File: config.mk
export PLATFORM = sky130hd
export DESIGN_NAME = flash_fetch_ctrl
export DESIGN_NICKNAME = d
export VERILOG_FILES = /design/src/rtl/digit_recognizer_pkg.sv /design/src/rtl/fetch_addr_gen.sv /design/src/rtl/flash_fetch_ctrl.sv
export SDC_FILE = /design/constraint.sdc
export NUM_CORES = 1
export LEC_CHECK = 0
export BUFFER_PORTS_ARGS = -buffer_cell sky130_fd_sc_hd__buf_4
export CAP_MARGIN = 30
export CORE_MARGIN = 4
export CORE_UTILIZATION = 33
export CTS_CLUSTER_DIAMETER = 30
export DETAILED_ROUTE_END_ITERATION = 16
export HOLD_SLACK_MARGIN = 0.12
export PLACE_DENSITY = 0.61
export SYNTH_ARGS = -nofsm -noshare
export SYNTH_HDL_FRONTEND = slang
export SYNTH_SLANG_ARGS = --single-unit
export TNS_END_PERCENT = 50
File: constraint.sdc
create_clock -name clk -period 2.4 [get_ports clk]
set_input_delay 0.12 -clock clk [delete_from_list [all_inputs] [get_ports clk]]
set_output_delay 0.12 -clock clk [all_outputs]
set_load 0.01 [all_outputs]
File: src/rtl/digit_recognizer_pkg.sv
// digit_recognizer_pkg: fetch FSM states and weight-memory layout constants
package digit_recognizer_pkg;
  typedef enum logic [1:0] {IDLE, ADDR, PRESENT, DONE} fetch_state_t;
  localparam int N_HIDDEN = 8;
  localparam int HID_WORDS = 36;
  localparam int N_OUT = 10;
  localparam int OUT_WORDS = 2;
  localparam int HID_BASE = 0;
  localparam int OUT_BASE = HID_BASE + N_HIDDEN * (HID_WORDS + 1);
  localparam int LAST_ADDR = OUT_BASE + N_OUT * (OUT_WORDS + 1) - 1;
endpackage

File: src/rtl/fetch_addr_gen.sv
// fetch_addr_gen: neuron/word counters driving flash address and word-type flags
module fetch_addr_gen #(
  parameter int N_HIDDEN = digit_recognizer_pkg::N_HIDDEN,
  parameter int HID_WORDS = digit_recognizer_pkg::HID_WORDS,
  parameter int N_OUT = digit_recognizer_pkg::N_OUT,
  parameter int OUT_WORDS = digit_recognizer_pkg::OUT_WORDS
) (
  input  logic        clk,
  input  logic        rst,
  input  logic        clr,
  input  logic        adv,
  output logic [15:0] address,
  output logic        is_bias,
  output logic        is_output,
  output logic [3:0]  neuron,
  output logic        last_word,
  output logic        final_word
);
  localparam int CW = $clog2(HID_WORDS + 1);
  logic [CW-1:0] word_cnt;
  logic [CW-1:0] word_max;
  logic layer_end;
  always_comb begin
    word_max = is_output ? CW'(OUT_WORDS) : CW'(HID_WORDS);
    last_word = word_cnt == word_max;
    is_bias = word_cnt == '0;
    layer_end = neuron == (is_output ? 4'(N_OUT - 1) : 4'(N_HIDDEN - 1));
    final_word = last_word && layer_end && is_output;
  end
  always_ff @(posedge clk) begin
    if (rst || clr) begin
      address <= '0;
      word_cnt <= '0;
      neuron <= '0;
      is_output <= 1'b0;
    end else if (adv) begin
      address <= address + 16'd1;
      word_cnt <= last_word ? '0 : word_cnt + 1'b1;
      neuron <= !last_word ? neuron : layer_end ? 4'd0 : neuron + 4'd1;
      is_output <= is_output || (last_word && layer_end);
    end
  end
endmodule

File: src/rtl/flash_fetch_ctrl.sv
// flash_fetch_ctrl: sequences network weights out of parallel flash with valid/ready handoff
module flash_fetch_ctrl #(
  parameter int WAIT_CYCLES = 2,
  parameter int N_HIDDEN = digit_recognizer_pkg::N_HIDDEN,
  parameter int HID_WORDS = digit_recognizer_pkg::HID_WORDS,
  parameter int N_OUT = digit_recognizer_pkg::N_OUT,
  parameter int OUT_WORDS = digit_recognizer_pkg::OUT_WORDS
) (
  input  logic        clk,
  input  logic        rst,
  input  logic        start,
  input  logic        abort,
  output logic [15:0] address,
  input  logic [15:0] data,
  output logic        ce,
  output logic        oe,
  output logic        we,
  output logic [15:0] word,
  output logic        word_valid,
  input  logic        word_ready,
  output logic        is_bias,
  output logic        is_output,
  output logic [3:0]  neuron,
  output logic        last_word,
  output logic        busy,
  output logic        done
);
  import digit_recognizer_pkg::*;
  localparam int WW = $clog2(WAIT_CYCLES + 2);
  fetch_state_t state, state_next;
  logic [WW-1:0] wait_cnt;
  logic wait_done, adv, clr, gen_bias, gen_output, gen_last, final_word;
  logic [3:0] gen_neuron;
  fetch_addr_gen #(
    .N_HIDDEN(N_HIDDEN),
    .HID_WORDS(HID_WORDS),
    .N_OUT(N_OUT),
    .OUT_WORDS(OUT_WORDS)
  ) u_gen (
    .clk(clk),
    .rst(rst),
    .clr(clr),
    .adv(adv),
    .address(address),
    .is_bias(gen_bias),
    .is_output(gen_output),
    .neuron(gen_neuron),
    .last_word(gen_last),
    .final_word(final_word)
  );
  always_comb begin
    wait_done = wait_cnt == WW'(WAIT_CYCLES);
    state_next = state;
    case (state)
      IDLE:    state_next = start ? ADDR : IDLE;
      ADDR:    state_next = wait_done ? PRESENT : ADDR;
      PRESENT: state_next = !word_ready ? PRESENT : final_word ? DONE : ADDR;
      default: state_next = IDLE;
    endcase
    if (abort) state_next = IDLE;
    adv = state == PRESENT && word_ready && !abort && !final_word;
    clr = state_next == IDLE;
    busy = state != IDLE;
    word_valid = state == PRESENT;
    done = state == DONE;
    ce = state == ADDR;
    oe = state == ADDR;
    we = 1'b0;
    is_bias = busy && gen_bias;
    is_output = busy && gen_output;
    last_word = busy && gen_last;
    neuron = busy ? gen_neuron : 4'd0;
  end
  always_ff @(posedge clk) begin
    if (rst) begin
      state <= IDLE;
      wait_cnt <= '0;
      word <= '0;
    end else begin
      state <= state_next;
      wait_cnt <= (state == ADDR && !wait_done) ? wait_cnt + 1'b1 : '0;
      if (state == ADDR && wait_done && !abort) word <= data;
    end
  end
endmodule

==> reports/metrics.cfg, run 1 <==
[routing]
wire_per_inst_um = 13.75
drc = 0
vias_per_cell = 5.230
dr.pass1.iters = 4
num_vias = 2233
finalWirelength_um = 5873
final_antenna_net_count = 0
drt_iter0_markers = 79

[global_routing]
antenna_found_initial = 0
grt_overflow = 0
grt_pass1_vias = 2097
grt_usage = 0.1442
grt_max_degree = 36
grt_pass1_wl_um = 10010

[clock_tree]
cts_setup_buffers = 0
htreeDepth = 2
clk_pin_slew_ns = 0.09
clock-sinks = 47
tritoncts = yes
clock_latency_ns = 0.30
root_buffer = clkbuf_8
cts-resized-gates = 0
cts_hold_buf = 17
cts_buffers = 5
clockBufferDepth = 2

[setup_path]
regToRegStartpoint = state[1]
crit_type = flip-flop to flip-flop
endpoint_kind = flip-flop
r2r_slack_ns = 0.38
worstSetupStartpoint = state[1]
reg2regPathDepth = 4
worst_ep_arrival_time_ns = 2.26
r2r-end = u_gen.address[15]
cp_max_fo = 14
critPathLaunchType = flip-flop
required_ns = 2.64

[placed_design]
pre_cts_slack_ns = 0.4169
place_hpwl_um = 3940
placed_cell_area_um2 = 2776
port_buffers = 64
gp_congestion = 0.7974

[status]
status = completed

[floorplanning]
start_util = 0.3471
core-area_um2 = 6495
boundaryPins = 66
dieArea_um2 = 8218
fp.dieW_um = 90.66
fp-row-count = 29
dieHeight_um = 90.66

[logic_synthesis]
synth.top_cell.area_share = 0.4173
synth-xor-area-share = 0.01165
synth_top_family_by_area = simple AND/OR/NAND/NOR gates
synth_compound_area_frac = 0.1826
synth_nets = 301
ys_warn_count = 0
synth-seq-cells = 47
synthCells = 275
synth_area_per_cell_um2 = 8.199
synth-edff-count = 0
synth_ff_type = dfxtp_1
synth-simple-area-share = 0.3097
synthMuxAreaShare = 0
synthAdderAreaFrac = 0.02775
yosys-top-cells-area = dfxtp_1 42%, a21oi_1 8.9%, nand2_1 7.0%, o31ai_1 3.3%, or4_1 3.3%
async_reset_ff_frac = 0
yosysUniqueCellTypes = 41
yosysTopAreaCell = dfxtp_1
syn_area_um2 = 2255
yosysSeqAreaShare = 0.4173

[flow_run]
maxCapViolations = 0

[timing]
slew_headroom = 0.6011
drv_slew = 0
finalCriticalPeriod_ns = 2.024
min_period_over_period = 0.8435
worst_pin_slew_ns = 0.5957
rsz0062_at_grt = false
worst_slack_ns = 0.3757
hold_viol = 0
skew_ns = 0.008041
setup_violations = 0
tns_ns = 0
fmax_mhz = 494.0
whs_ns = 0.1409

[power_and_ir_drop]
netSwitchingPower_mw = 0.3102
swShare = 0.2307
power_frac_comb = 0.062
p_int_mw = 1.035
seqPwrFrac = 0.582
power_density_nw_per_um2 = 443.6
leakage_nw = 1.134
vdd_drop_max_mv = 0.3208
power.share.clock = 0.356

[final_layout]
syn_to_final_growth_pct = 34.46
fin_nets = 375
n_antenna_cell = 0
nFillCells = 654
drive_gt1_frac = 0.2343
fin_area_um2 = 3032
finish.utilization = 0.4668

[hold_path]
min_to = word[4]
worstHoldPathCells = 2
hp-start = rst
hp-class = primary input to flip-flop

worst max-delay path: stages, from the launching register on:
cell      delay (ns)
dfxtp_1         0.47
and4bb_4        0.28
nand4_1         0.41
or4_1           0.63
a21oi_1         0.16
power groups by stage:
stage	Combinational (mW)	Clock, mW	Sequential (mW)
2_1_floorplan	0.0266	0	0.799
3_3_place_gp	0.0606	0	0.801
3_5_place_dp	0.0609	0	0.801
4_1_cts	0.0834	0.498	0.783
5_1_grt	0.0906	0.531	0.783
6_report	0.0836	0.479	0.782
synth_stat cells, drive strengths merged, types with 4 or more instances:
cell type	number
dfxtp	47
nand2	42
a21oi	40
o21ai	14
clkbuf	12
nand4	10
o31ai	10
or4	10
inv	8
nor2	8
nand3	7
nor2b	7
or3	6
and4bb	5
buf	5
ha	5
nand2b	4
layer usage:
layer	vias to the layer above	global-route usage	wire length (µm)
li1	1140	-	-
met1	1027	0.1829	2723
met2	56	0.2378	2758
met3	10	0.03167	267
met4	0	0.05485	123
met5	-	0	0
sequential cells by signal (all words and copies together) (netlist names):
signal,flops
u_gen.is_output,1
word,16
state,2
wait_cnt,2
u_gen.address,16
u_gen.neuron,4
u_gen.word_cnt,6
logic make-up after synthesis:
logic type,Yosys count
AND/OR/NAND/NOR,122
AO/OA/AOI/OAI,72
flip-flops,47
buffers and inverters,25
adder cells (fa/ha/maj),5
XOR/XNOR,3
other,1
worst max-delay path by stage:
stage,slack [ns],end
after floorplan,0.64,u_gen.address[11]
after global placement,0.49,u_gen.neuron[3]
after detailed placement,0.42,u_gen.address[5]
after CTS,0.39,u_gen.address[5]
after global routing,0.19,u_gen.address[15]
final,0.38,u_gen.address[15]
per-stage QoR:
step                total power, mW  instances
global route                  1.405        427
finish                        1.345        427
CTS                           1.364        427
detailed placement           0.8618        402
global placement             0.8614        402
floorplan                    0.8259        275
final cells by class:
cell class | count | area [µm²] | share of cell area
Clock buffer | 6 | 72.57 | 0.02394
Clock inverter | 2 | 12.51 | 0.004127
Inverter | 8 | 30.03 | 0.009905
Multi-Input combinational cell | 203 | 1206 | 0.3979
Sequential cell | 47 | 940.9 | 0.3104
Tap cell | 77 | 96.34 | 0.03178
Timing Repair Buffer | 84 | 673.1 | 0.2220
cell usage in the layout (no fill, tap or decap), types with 2 or more instances in the layout:
master	Yosys	layout
nor2b_1	7	7
a21oi_1	40	39
nor3_1	3	3
a211oi_1	2	2
clkbuf_8	0	5
nand3b_1	2	2
o31ai_1	10	10
nand2b_1	4	4
or2_2	2	2
or3_1	6	6
and4_1	2	2
dlygate4sd3_1	0	17
nor2_1	8	8
o21ai_0	14	14
nand3_1	7	7
or4_1	10	10
and2_1	3	3
nor4_1	3	3
and4bb_2	3	3
ha_1	5	5
xor2_1	3	3
nand4bb_1	2	2
nand4_1	10	10
dfxtp_1	47	47
and3_1	3	3
buf_4	2	67
nand2_1	42	42
inv_1	8	8
Note: power is estimated with default switching activity, not from simulation.
==> run 2: changes to the inputs <==
Settings changed: ABC_AREA set to 1, PLACE_DENSITY 0.61 to 0.62.
Clock period 2.4 ns to 1.66 ns, I/O delays scaled along.
==> reports/metrics.cfg, run 2 <==
[status]
status = completed

[timing]
setup_violations = 0
rsz0062_at_grt = true
fmax_mhz = 652.9
drv_slew = 0
finalCriticalPeriod_ns = 1.532
slew_headroom = 0.5299
skew_ns = 0.004255
hold_viol = 0
min_period_over_period = 0.9227
tns_ns = 0
worst_pin_slew_ns = 0.7026

[final_layout]
n_antenna_cell = 0
final_cell_mix = 89 x nand2_1, 79 x buf_4, 69 x nor2_1, 51 x inv_1, 46 x dfxtp_1
reg_top3 = u_gen.address (16), word (16), u_gen.word_cnt (6)
syn_to_final_growth_pct = 36.54
nFillCells = 776
finish.utilization = 0.4707
layout.cells.non_filler = 594
drive_gt1_frac = 0.2886
multi_input_area_um2 = 1516
layout_commonest_cell = nand2_1
seqCellArea_um2 = 942.2
fin_nets = 517

[floorplanning]
dieArea_um2 = 9756
core-area_um2 = 7888
boundaryPins = 66
fp-row-count = 32
dieHeight_um = 98.77
start_util = 0.3447
fp.dieW_um = 98.77

[logic_synthesis]
ys_warn_count = 0
synthCells = 398
synth_nets = 424
synthTopCellsByCount = 89 x nand2_1, 71 x nor2_1, 51 x inv_1
syn_area_um2 = 2719
synth-seq-cells = 47
synth_area_per_cell_um2 = 6.831
yosysUniqueCellTypes = 30
async_reset_ff_frac = 0
yosysTopAreaCell = dfxtp_1
yosys-top-cells-area = dfxtp_1 35%, nand2_1 12%, nor2_1 9.8%, inv_1 7.0%, a21oi_2 6.1%
synth.top_cell.area_share = 0.3461
synth-edff-count = 0
yosysSeqAreaShare = 0.3461
synth_most_common_cell = nand2_1
synth_ff_type = dfxtp_1

[clock_tree]
cts_setup_buffers = 0
clock_latency_ns = 0.30
root_buffer = clkbuf_8
cts_buffers = 5
clockBufferDepth = 2
clock-sinks = 47
clk_pin_slew_ns = 0.08
tritoncts = yes
htreeDepth = 2

[setup_path]
worstSetupStartpoint = u_gen.word_cnt[3]
critPathLaunchType = flip-flop
worst_ep_arrival_time_ns = 1.77
reg2regPathDepth = 9
endpoint_kind = flip-flop
crit_path_end = u_gen.word_cnt[2]
required_ns = 1.90
r2r-end = u_gen.word_cnt[2]
regToRegStartpoint = u_gen.word_cnt[3]
cp_max_fo = 14
r2r_slack_ns = 0.13
crit_type = flip-flop to flip-flop

[hold_path]
hp-start = abort
hp-class = primary input to flip-flop

[power_and_ir_drop]
power_mw = 2.142
power_density_nw_per_um2 = 577.0
leakage_nw = 1.627
vdd_drop_max_mv = 0.3825

[placed_design]
place_hpwl_um = 4769
placed_cells = 567
port_buffers = 64
gp_congestion = 0.7903

[routing]
num_vias = 2701
vias_per_cell = 4.547
dr.pass1.iters = 4
drt_iter0_markers = 103
finalWirelength_um = 6880
drc = 0
final_antenna_net_count = 0
wire_per_inst_um = 11.58

[global_routing]
grt_max_degree = 29
grt_usage = 0.1443
grt_pass1_wl_um = 11730
grt_overflow = 0
antenna_found_initial = 0
grt_pass1_vias = 2623

[flow_run]
maxCapViolations = 0

## run 2: cell count changes after synthesis, moves of 10 or more
cell | before | now
a21oi_1 | 40 | 10
a21oi_2 | 0 | 19
clkbuf_1 | 12 | 1
inv_1 | 8 | 51
nand2_1 | 42 | 89
nor2_1 | 8 | 71
o31ai_1 | 10 | 0
or4_1 | 10 | 0
## run 2: cell families (layout without fill, tap and decap cells)
kind of cell,count (synthesis),count (layout),synth area share
AO/OA/AOI/OAI,63,63,0.1505
buffers and inverters,73,165,0.1238
adder cells (fa/ha/maj),5,5,0.02301
AND/OR/NAND/NOR,195,197,0.3102
XOR/XNOR,14,14,0.04510
other,1,1,0.001379
flip-flops,47,47,0.3461
## run 2: through the flow
stage	setup slack, ns	hold WS, ns	instance area, µm²
floorplan	0.1926	0.1598	2719
global placement	0.01035	0.2777	3348
detailed placement	-0.05347	0.2840	3348
CTS	0.03126	0.1664	3659
global route	-0.006512	0.2120	3712
finish	0.1283	0.1860	3712
## run 2: metal layers
metal  share of wire  track usage  up-vias
met1            0.44       0.1740     1208
met5               0            0        -
met4           0.012      0.04412        0
met3           0.091      0.05449        8
met2            0.45       0.2381       71
li1                -            -     1414
## run 2: where the power goes
part	internal (mW)	switching (mW)	leakage [nW]	total, mW
sequential	1.13	0.00176	0.379	1.13
combinational	0.0735	0.0610	1.19	0.134
clock	0.488	0.390	0.0612	0.877
total	1.69	0.452	1.63	2.14
## run 2: how the worst min path moves through the flow
stage | to | slack [ns] | depth (start not counted)
CTS | word[3] | 0.17 | 4
global route | word[3] | 0.21 | 4
global placement | wait_cnt[1] | 0.28 | 2
floorplan | wait_cnt[0] | 0.16 | 1
finish | word[3] | 0.19 | 4
detailed placement | wait_cnt[1] | 0.28 | 2
## run 2: timing repair
item,CTS,global route
hold buffers,17,0
endpoints found under the hold margin,18,0
resized for setup,3,8
gates cloned,1,1
pin swaps,0,0
setup endpoints to repair,19,28
## run 2: cell type report
class                           count  share of cell area
Clock buffer                        6             0.02224
Clock inverter                      2            0.009437
Inverter                           60             0.06067
Tap cell                          102             0.03438
Sequential cell                    47              0.2538
Timing Repair Buffer               97              0.2110
Multi-Input combinational cell    280              0.4085
## run 2: critical path, cell delays in order (launching register included)
cell and delay, ns:
dfxtp_1 0.35, inv_2 0.07, nand2_1 0.08, nor2_2 0.14, nand3_2 0.14, o21ai_1 0.16, nand2_1 0.10, nand2_4 0.13
nand2_8 0.13, a21oi_1 0.17
